File: config.mk
export PLATFORM = sky130hd
export DESIGN_NAME = console_tx_bridge
export DESIGN_NICKNAME = d
export VERILOG_FILES = /design/src/rtl/console_pkg.sv /design/src/rtl/console_fifo.sv /design/src/rtl/console_tx_bridge.sv
export SDC_FILE = /design/constraint.sdc
export NUM_CORES = 1
export LEC_CHECK = 0
export ABC_AREA = 1
export CAP_MARGIN = 15
export CORE_UTILIZATION = 42
export CTS_BUF_LIST = sky130_fd_sc_hd__clkbuf_4 sky130_fd_sc_hd__clkbuf_8
export CTS_CLUSTER_DIAMETER = 100
export CTS_CLUSTER_SIZE = 12
export DETAILED_ROUTE_END_ITERATION = 16
export HOLD_SLACK_MARGIN = 0.08
export PLACE_DENSITY = 0.71
export SYNTH_ARGS = -nofsm -noshare
export SYNTH_HDL_FRONTEND = slang
export SYNTH_SLANG_ARGS = --single-unit
export TNS_END_PERCENT = 20
File: constraint.sdc
create_clock -name clk -period 2.1 [get_ports clk]
set_clock_uncertainty 0.05 [all_clocks]
set_input_delay 0.42 -clock clk [delete_from_list [all_inputs] [get_ports clk]]
set_output_delay 0.42 -clock clk [all_outputs]
set_load 0.01 [all_outputs]
File: src/rtl/console_pkg.sv
// Shared console (DLART) definitions: transmit FSM states, register
// addresses, the bus INIT GP code and the default FIFO depth.
`timescale 1ns/1ps

package console_pkg;

    localparam int CONSOLE_FIFO_DEPTH = 16;

    localparam logic [21:0] RCSR_ADDR = 22'o17777560;
    localparam logic [21:0] RBUF_ADDR = 22'o17777562;
    localparam logic [21:0] XCSR_ADDR = 22'o17777564;
    localparam logic [21:0] XBUF_ADDR = 22'o17777566;

    localparam logic [7:0] GP_INIT = 8'o014;

    typedef enum logic [1:0] {
        IDLE,
        STROBE,
        RECOVER
    } tx_state_t;

endpackage

File: src/rtl/console_fifo.sv
// Single-clock byte FIFO with async reset and synchronous clear. The caller
// qualifies push against full; the receive path reuses this block.
`timescale 1ns/1ps

module console_fifo
    import console_pkg::*;
#(
    parameter int DEPTH = CONSOLE_FIFO_DEPTH,
    parameter int AW    = $clog2(DEPTH)
) (
    input  logic          clk,
    input  logic          rst,
    input  logic          clear,
    input  logic          push,
    input  logic [7:0]    push_data,
    input  logic          pop,
    output logic [7:0]    pop_data,
    output logic [AW:0]   level,
    output logic          full,
    output logic          empty
);

    localparam logic [AW-1:0] PTR_ONE    = AW'(1);
    localparam logic [AW:0]   LVL_ONE    = (AW + 1)'(1);
    localparam logic [AW:0]   FULL_LEVEL = (AW + 1)'(DEPTH);

    logic [7:0]    mem_q [DEPTH];
    logic [AW-1:0] wr_ptr_q, wr_ptr_d;
    logic [AW-1:0] rd_ptr_q, rd_ptr_d;
    logic [AW:0]   level_q, level_d;

    // Pointers wrap naturally because DEPTH is a power of two.
    always_comb begin
        wr_ptr_d = wr_ptr_q;
        rd_ptr_d = rd_ptr_q;
        level_d  = level_q;
        if (clear) begin
            wr_ptr_d = '0;
            rd_ptr_d = '0;
            level_d  = '0;
        end else begin
            if (push) wr_ptr_d = wr_ptr_q + PTR_ONE;
            if (pop)  rd_ptr_d = rd_ptr_q + PTR_ONE;
            if (push && !pop)      level_d = level_q + LVL_ONE;
            else if (!push && pop) level_d = level_q - LVL_ONE;
        end
    end

    always_ff @(posedge clk or posedge rst) begin
        if (rst) begin
            wr_ptr_q <= '0;
            rd_ptr_q <= '0;
            level_q  <= '0;
        end else begin
            wr_ptr_q <= wr_ptr_d;
            rd_ptr_q <= rd_ptr_d;
            level_q  <= level_d;
        end
    end

    always_ff @(posedge clk) begin
        if (push && !clear) mem_q[wr_ptr_q] <= push_data;
    end

    assign pop_data = mem_q[rd_ptr_q];
    assign level    = level_q;
    assign full     = (level_q == FULL_LEVEL);
    assign empty    = (level_q == '0);

endmodule

File: src/rtl/console_tx_bridge.sv
// Console transmit bridge: buffers XBUF bytes and hands them to the host over
// the ODT rstb/rrdy handshake. Define CONSOLE_TX_TIMEOUT_EN for a STROBE timeout.
`timescale 1ns/1ps

module console_tx_bridge
    import console_pkg::*;
#(
    parameter int DEPTH = CONSOLE_FIFO_DEPTH,
    parameter int AW    = $clog2(DEPTH)
`ifdef CONSOLE_TX_TIMEOUT_EN
    ,
    parameter int TIMEOUT_CYCLES = 1_000_000
`endif
) (
    input  logic          clk,
    input  logic          rst,
    input  logic          flush,
    input  logic          wr_en,
    input  logic [7:0]    wr_data,
    input  logic          rrdy,
    output logic          rstb,
    output logic [7:0]    ad_out,
    output logic          ad_oe,
    output logic          tx_ready,
    output logic          tx_empty,
    output logic          ovf,
    output logic [AW:0]   level
);

    tx_state_t  state_q, state_d;
    logic       rrdy_meta_q, rrdy_s_q;
    logic [7:0] ad_out_q, ad_out_d;
    logic       ovf_q, ovf_d;
    logic       push, pop, fifo_full, fifo_empty, tmo_fire;
    logic [7:0] head_data;

    console_fifo #(.DEPTH(DEPTH), .AW(AW)) u_fifo (
        .clk      (clk),
        .rst      (rst),
        .clear    (flush),
        .push     (push),
        .push_data(wr_data),
        .pop      (pop),
        .pop_data (head_data),
        .level    (level),
        .full     (fifo_full),
        .empty    (fifo_empty)
    );

    assign pop  = (state_q == IDLE) && !fifo_empty && rrdy_s_q && !flush;
    assign push = wr_en && !flush && (!fifo_full || pop);

`ifdef CONSOLE_TX_TIMEOUT_EN
    localparam int CW = $clog2(TIMEOUT_CYCLES + 1);
    localparam logic [CW-1:0] TMO_LOAD = CW'(TIMEOUT_CYCLES - 1);
    localparam logic [CW-1:0] TMO_ONE  = CW'(1);

    logic [CW-1:0] tmo_q, tmo_d;

    // A normal rrdy fall takes priority over an expiry in the same cycle.
    assign tmo_fire = (state_q == STROBE) && rrdy_s_q && (tmo_q == '0);

    always_comb begin
        tmo_d = tmo_q;
        if (flush)                                   tmo_d = '0;
        else if (pop)                                tmo_d = TMO_LOAD;
        else if (state_q == STROBE && tmo_q != '0)   tmo_d = tmo_q - TMO_ONE;
    end

    always_ff @(posedge clk or posedge rst) begin
        if (rst) tmo_q <= '0;
        else     tmo_q <= tmo_d;
    end
`else
    assign tmo_fire = 1'b0;
`endif

    always_comb begin
        ad_out_d = pop ? head_data : ad_out_q;
        ovf_d    = flush ? 1'b0 : (ovf_q | (wr_en && !push) | tmo_fire);
    end

    always_ff @(posedge clk or posedge rst) begin
        if (rst) begin
            rrdy_meta_q <= 1'b0;
            rrdy_s_q    <= 1'b0;
            ad_out_q    <= 8'h00;
            ovf_q       <= 1'b0;
            state_q     <= IDLE;
        end else begin
            rrdy_meta_q <= rrdy;
            rrdy_s_q    <= rrdy_meta_q;
            ad_out_q    <= ad_out_d;
            ovf_q       <= ovf_d;
            state_q     <= state_d;
        end
    end

    // RECOVER waits for rrdy to return high so a stale low never re-strobes.
    always_comb begin
        state_d = state_q;
        if (flush) begin
            state_d = IDLE;
        end else begin
            case (state_q)
                IDLE:    if (pop) state_d = STROBE;
                STROBE:  if (!rrdy_s_q || tmo_fire) state_d = RECOVER;
                RECOVER: if (rrdy_s_q) state_d = IDLE;
                default: state_d = IDLE;
            endcase
        end
    end

    always_comb begin
        rstb     = (state_q == STROBE);
        ad_oe    = (state_q == STROBE);
        ad_out   = ad_out_q;
        ovf      = ovf_q;
        tx_ready = !fifo_full;
        tx_empty = fifo_empty && (state_q == IDLE);
    end

endmodule
After elaboration in Yosys (flattened, before gate mapping)
Memory sizes are Yosys's and may differ from the RTL's. A register that Yosys moved wholly into a read port is not among the register bits.
Cells that the tools add are included.
{ "op_classes": {"addsub": 4, "n_eq_ne": 6, "n_mux": 15, "bitwise_logic": 1, "reduce_logical": 22} }
{ "ops": {"columns": ["op", "count"], "rows": [
  ["4-bit 2-to-1 mux", 4],
  ["5-bit 2-to-1 mux", 3],
  ["1-bit logical AND", 10],
  ["3-bit != test (second input constant)", 3],
  ["4-bit by 1-bit adder with 4-bit output (second input constant)", 2],
  ["2-bit 2-to-1 mux", 4],
  ["2-bit one-hot mux with 3 select lines", 1],
  ["5-bit by 1-bit adder with 5-bit output (second input constant)", 1],
  ["5-bit equality test (second input constant)", 1],
  ["1-bit zero test", 5],
  ["5-bit zero test", 1],
  ["5-bit by 1-bit subtractor with 5-bit output (second input constant)", 1],
  ["2-bit nonzero test", 2],
  ["1-bit 2-to-1 mux", 3],
  ["3-bit AND reduction", 1],
  ["3-bit nonzero test", 1],
  ["2-bit by 1-bit equality test with 1-bit output (second input constant)", 1],
  ["2-bit equality test (second input constant)", 1],
  ["2-bit zero test", 1],
  ["1-bit logical OR", 1],
  ["1-bit bitwise OR", 1]
]} }
{ "totals": {"register_bits": 18, "ramBits": 128, "inputBits": 13, "out_inout_bits": 18, "elab_cells": 56, "mem_count": 1} }
{ "mem_list": {"columns": ["memory", "depth", "word_bits", "rd", "rd_ports_with_merged_regs", "write_ports", "line_no", "rtl"], "rows": [
  ["u_fifo.mem_q", 16, 8, 1, 1, 1, "console_fifo.sv:27", "logic [7:0] mem_q [DEPTH];"]
]} }

Depth between registers and ports, before layout
{ "logic_depth": {"word_depth": 12, "mapped_depth": 15, "ltp_nobuf": 15} }

By module
A second synthesis with hierarchy kept.
{ "unflattened": {"cells_unflattened": 693, "area_unflattened_um2": 6892.9} }
{ "modules_own_cells": {"columns": ["mod", "instances", "cells_per_inst", "area_per_inst_um2", "seq_area_each_um2"], "rows": [
  ["console_fifo", 1, 630, 6338.6, 4169.0],
  ["console_tx_bridge", 1, 63, 554.3, 325.3]
]} }

Least setup slack after synthesis
No wires, ideal clock.
{ "synth_timing": {"path_kind": "reg2reg", "from": "register u_fifo.level_q[1], in the netlist u_fifo.level[1]", "to": "register u_fifo.level_q[4], in the netlist u_fifo.level[4]", "setup_ns": 0.116, "t_arrival_ns": 1.932, "required_time_ns": 1.934, "path_slack_ns": 0.002, "path_stages_with_launch": 14, "path_buffers": 0, "period_less_slack_ns": 2.098, "cell_sequence": "dfrtp_1 > nor2_1 > nand3_2 > nand3_2 > nand3_2 > fa_1 > nand3_1 > nand3_1 > nand2_1 > inv_1 > nand2_1 > nand2_1 > nand2_1 > nand2_1"} }
{ "synth_via": {"elab_chain_len": 10, "word_cells_on_any_way": 19, "classes_between": "add/sub (2); eq/ne (1); mux (3); reduce/logical (13)"} }
{ "synth_rtl": {"columns": ["element", "line_no", "rtl"], "rows": [
  ["from (decl)", "console_fifo.sv:30", "logic [AW:0] level_q, level_d;"],
  ["from (signal assigned)", "console_fifo.sv:57", "level_q <= level_d;"],
  ["parallel branches: the longest is 10 deep, another holds 5-bit by 1-bit subtractor with 5-bit output", null, null]
]} }
Parallel ways; which one is timed is not known. The select of a mux whose other input is x is not followed.
A chain may end at the register's enable or synchronous reset.

Final worst setup path
{ "layout_timing": {"from": "register u_fifo.level_q[3], in the netlist u_fifo.level[3]", "to": "output level[3]"} }
{ "layout_rtl": {"columns": ["element", "line_no", "rtl"], "rows": [
  ["to (decl)", "console_tx_bridge.sv:27", "output logic [AW:0] level"]
]} }
No word-level cell between the ends.

==> flow_summary.yaml <==
pwr:
  combinationalPowerShare: 0.278
  power_frac_seq: 0.428
  irDropWorstVdd_mv: 0.744
  power.internal_uw: 5740
  power.density_nw_per_um2: 1080
  power.switching_uw: 2670
  clock_power_share: 0.293
  switching_share: 0.317
  total_leakage_power_uw: 0.00301
layout:
  fin_cells: 877
  fill_cells: 1285
  syn2layout_area_growth_pct: 19.3
  nets: 699
  num_antenna_cells: 0
  final_cell_mix: "nand2_1, edfxtp_1, nor2_1"
  layout_commonest_cell: "nand2_1"
  drive_gt1_frac: 0.148
global_route:
  antenna_found_initial: 0
  grt_max_degree: 34
  grt_pass1_wl_microns: 22900
  grt-ovfl-total: 0
  grt_pass1_vias: 4462
  gr-usage-all-layers: 0.190
route:
  drc_errors: 0
  via_per_inst: 5.25
  drt_wl_total_microns: 14600
  drtIter0Drc: 348
  antenna_left: 0
  num_vias: 4601
  post_drt_wl_per_cell_microns: 16.7
  drt_first_pass_iters: 5
setup_path:
  end_kind: "output port"
  worstPathMaxFanout: 3
  crit_required_ps: 1630
  critPathArrivalTime_ps: 1540
  start_kind: "flop"
  path_class: "reg2out"
worst_hold_path:
  hp-class: "in2async"
placement:
  port_buffers: 30
  gp_congestion: 0.872
  dpl.hpwl_microns: 9640
  dp_cells: 845
  dp_worst_setup_slack_ps: -328
die:
  initial_core_util: 0.431
  die_h_microns: 127
  core.rowCount: 45
  ios: 31
  die_w_microns: 127
  core_sq_um: 15200
  die_area_sq_um: 16100
sta:
  min_period_ps: 2010
  setup_ws_ps: 92.4
  finalSetupViolCount: 0
  slew_headroom: 0.568
  rsz0062_at_grt: "true"
  clock.fmax_mhz: 498
  timing.final.crit_share: 0.956
  tightestPinTransition_ps: 646
  drv_slew: 0
  hold_violations: 0
synthesis:
  synth-edff-count: 128
  ys_warn_count: 0
  synthTopCellsByArea: "edfxtp_1, dfrtp_1, nand2_1"
  synth_cells: 602
  ys.flop_type: "edfxtp_1"
  syn_nets: 625
  async_reset_ff_frac: 0.169
  yosysSeqAreaShare: 0.686
  ys_ff_latch: 154
  ys_types: 24
  yosys.area.top_type: "edfxtp_1"
  syn_avg_cell_area_sq_um: 10.9
  syn-cell-area_sq_um: 6560
  yosysTopAreaCellShare: 0.586
clock_network:
  h-tree-depth: 4
  clk_root_buffer_cell: "clkbuf_8"
  cts_tree: "done"
  insertion_delay_ps: 440
  numCtsBuffers: 17
  cts_sinks: 154
  post_cts_buffers: 0
  cts.path.max_buffers: 2
  cts.clk_slew.worst_paths_ps: 80
run:
  maxCapViolations: 0
outcome:
  status: "finished, final reports clean"
metrics by stage:
step	hold WS [ps]	cell area [sq um]	setup TNS, ps	power [uW]	util
2_1_floorplan	281	6560	0	5050	-
3_3_place_gp	283	7330	-8160	5870	0.482
3_5_place_dp	298	7330	-14760	5940	0.482
4_1_cts	162	7770	-20.8	8370	0.511
5_1_grt	198	7820	-28.1	8820	0.514
6_report	175	7820	0	8410	0.514
state kept, by name (all words and copies together), names as in the netlist:
register,cells
u_fifo.level,5
ovf,1
ad_out,8
state_q,2
rrdy_s_q,1
u_fifo.mem_q,128
rrdy_meta_q,1
u_fifo.wr_ptr_q,4
u_fifo.rd_ptr_q,4
critical path: stages (launching register included):
cell	delay [ps]
dfrtp_1	400
buf_4	160
clkdlybuf4s50_1	540
cell type report:
type / instances / area (sq um) / share of cell area
Sequential cell: 154 / 4500 / 0.575
Multi-Input combinational cell: 400 / 1860 / 0.238
Timing Repair Buffer: 83 / 702 / 0.0898
Tap cell: 188 / 235 / 0.0301
Clock buffer: 17 / 234 / 0.0299
Clock inverter: 15 / 211 / 0.0270
Inverter: 20 / 75.1 / 0.00960
per-layer routing:
metal / routed length, microns / track usage / vias up
li1: - / - / 2194
met1: 6170 / 0.237 / 2244
met2: 7310 / 0.318 / 134
met3: 752 / 0.0464 / 29
met4: 403 / 0.0798 / 0
met5: 0 / 0 / -
cells by family after synthesis:
logic type,synth area share
flip-flops,0.686
AO/OA/AOI/OAI,0.0502
buffers and inverters,0.0382
XOR/XNOR,0.00267
AND/OR/NAND/NOR,0.203
adder cells (fa/ha/maj),0.0202
final timing paths:
kind | start | end | slack, ps | cells past startpoint
min reg2reg | rrdy_meta_q$_DFF_PP0_ | rrdy_s_q$_DFF_PP0_ | 300 | 0
min in group clk | rrdy_meta_q$_DFF_PP0_ | rrdy_s_q$_DFF_PP0_ | 300 | 0
max in group asynchronous | rst | state_q[0]$_DFFE_PP0P_ | 1350 | 3
max | u_fifo.level[3]$_DFFE_PP0P_ | level[3] | 90 | 2
min | rst | ad_out[0]$_DFFE_PP0N_ | 170 | 2
max reg2reg | u_fifo.level[3]$_DFFE_PP0P_ | u_fifo.level[4]$_DFFE_PP0P_ | 100 | 13
synth_stat cells, types with 7 or more instances:
library cell and n:
a21oi_1 7, buf_2 8, buf_4 10, dfrtp_1 26, edfxtp_1 128, ha_1 9
inv_1 14, nand2_1 134, nand3_1 57, nor2_1 121, o21ai_0 21, o21ai_1 36
timing repair:
item | 4_1_cts | 5_1_grt
pin swaps | 0 | 2
resized for setup | 7 | 9
setup endpoints to repair | 5 | 3
hold buffers | 0 | 0
power groups by stage:
stage / Sequential (uW) / Clock [uW] / Combinational [uW]
6_report: 3600 / 2470 / 2340
5_1_grt: 3620 / 2620 / 2580
4_1_cts: 3590 / 2490 / 2290
3_5_place_dp: 3650 / 0 / 2290
3_3_place_gp: 3640 / 0 / 2240
2_1_floorplan: 3710 / 0 / 1340
(Power assumes the default switching activity.)
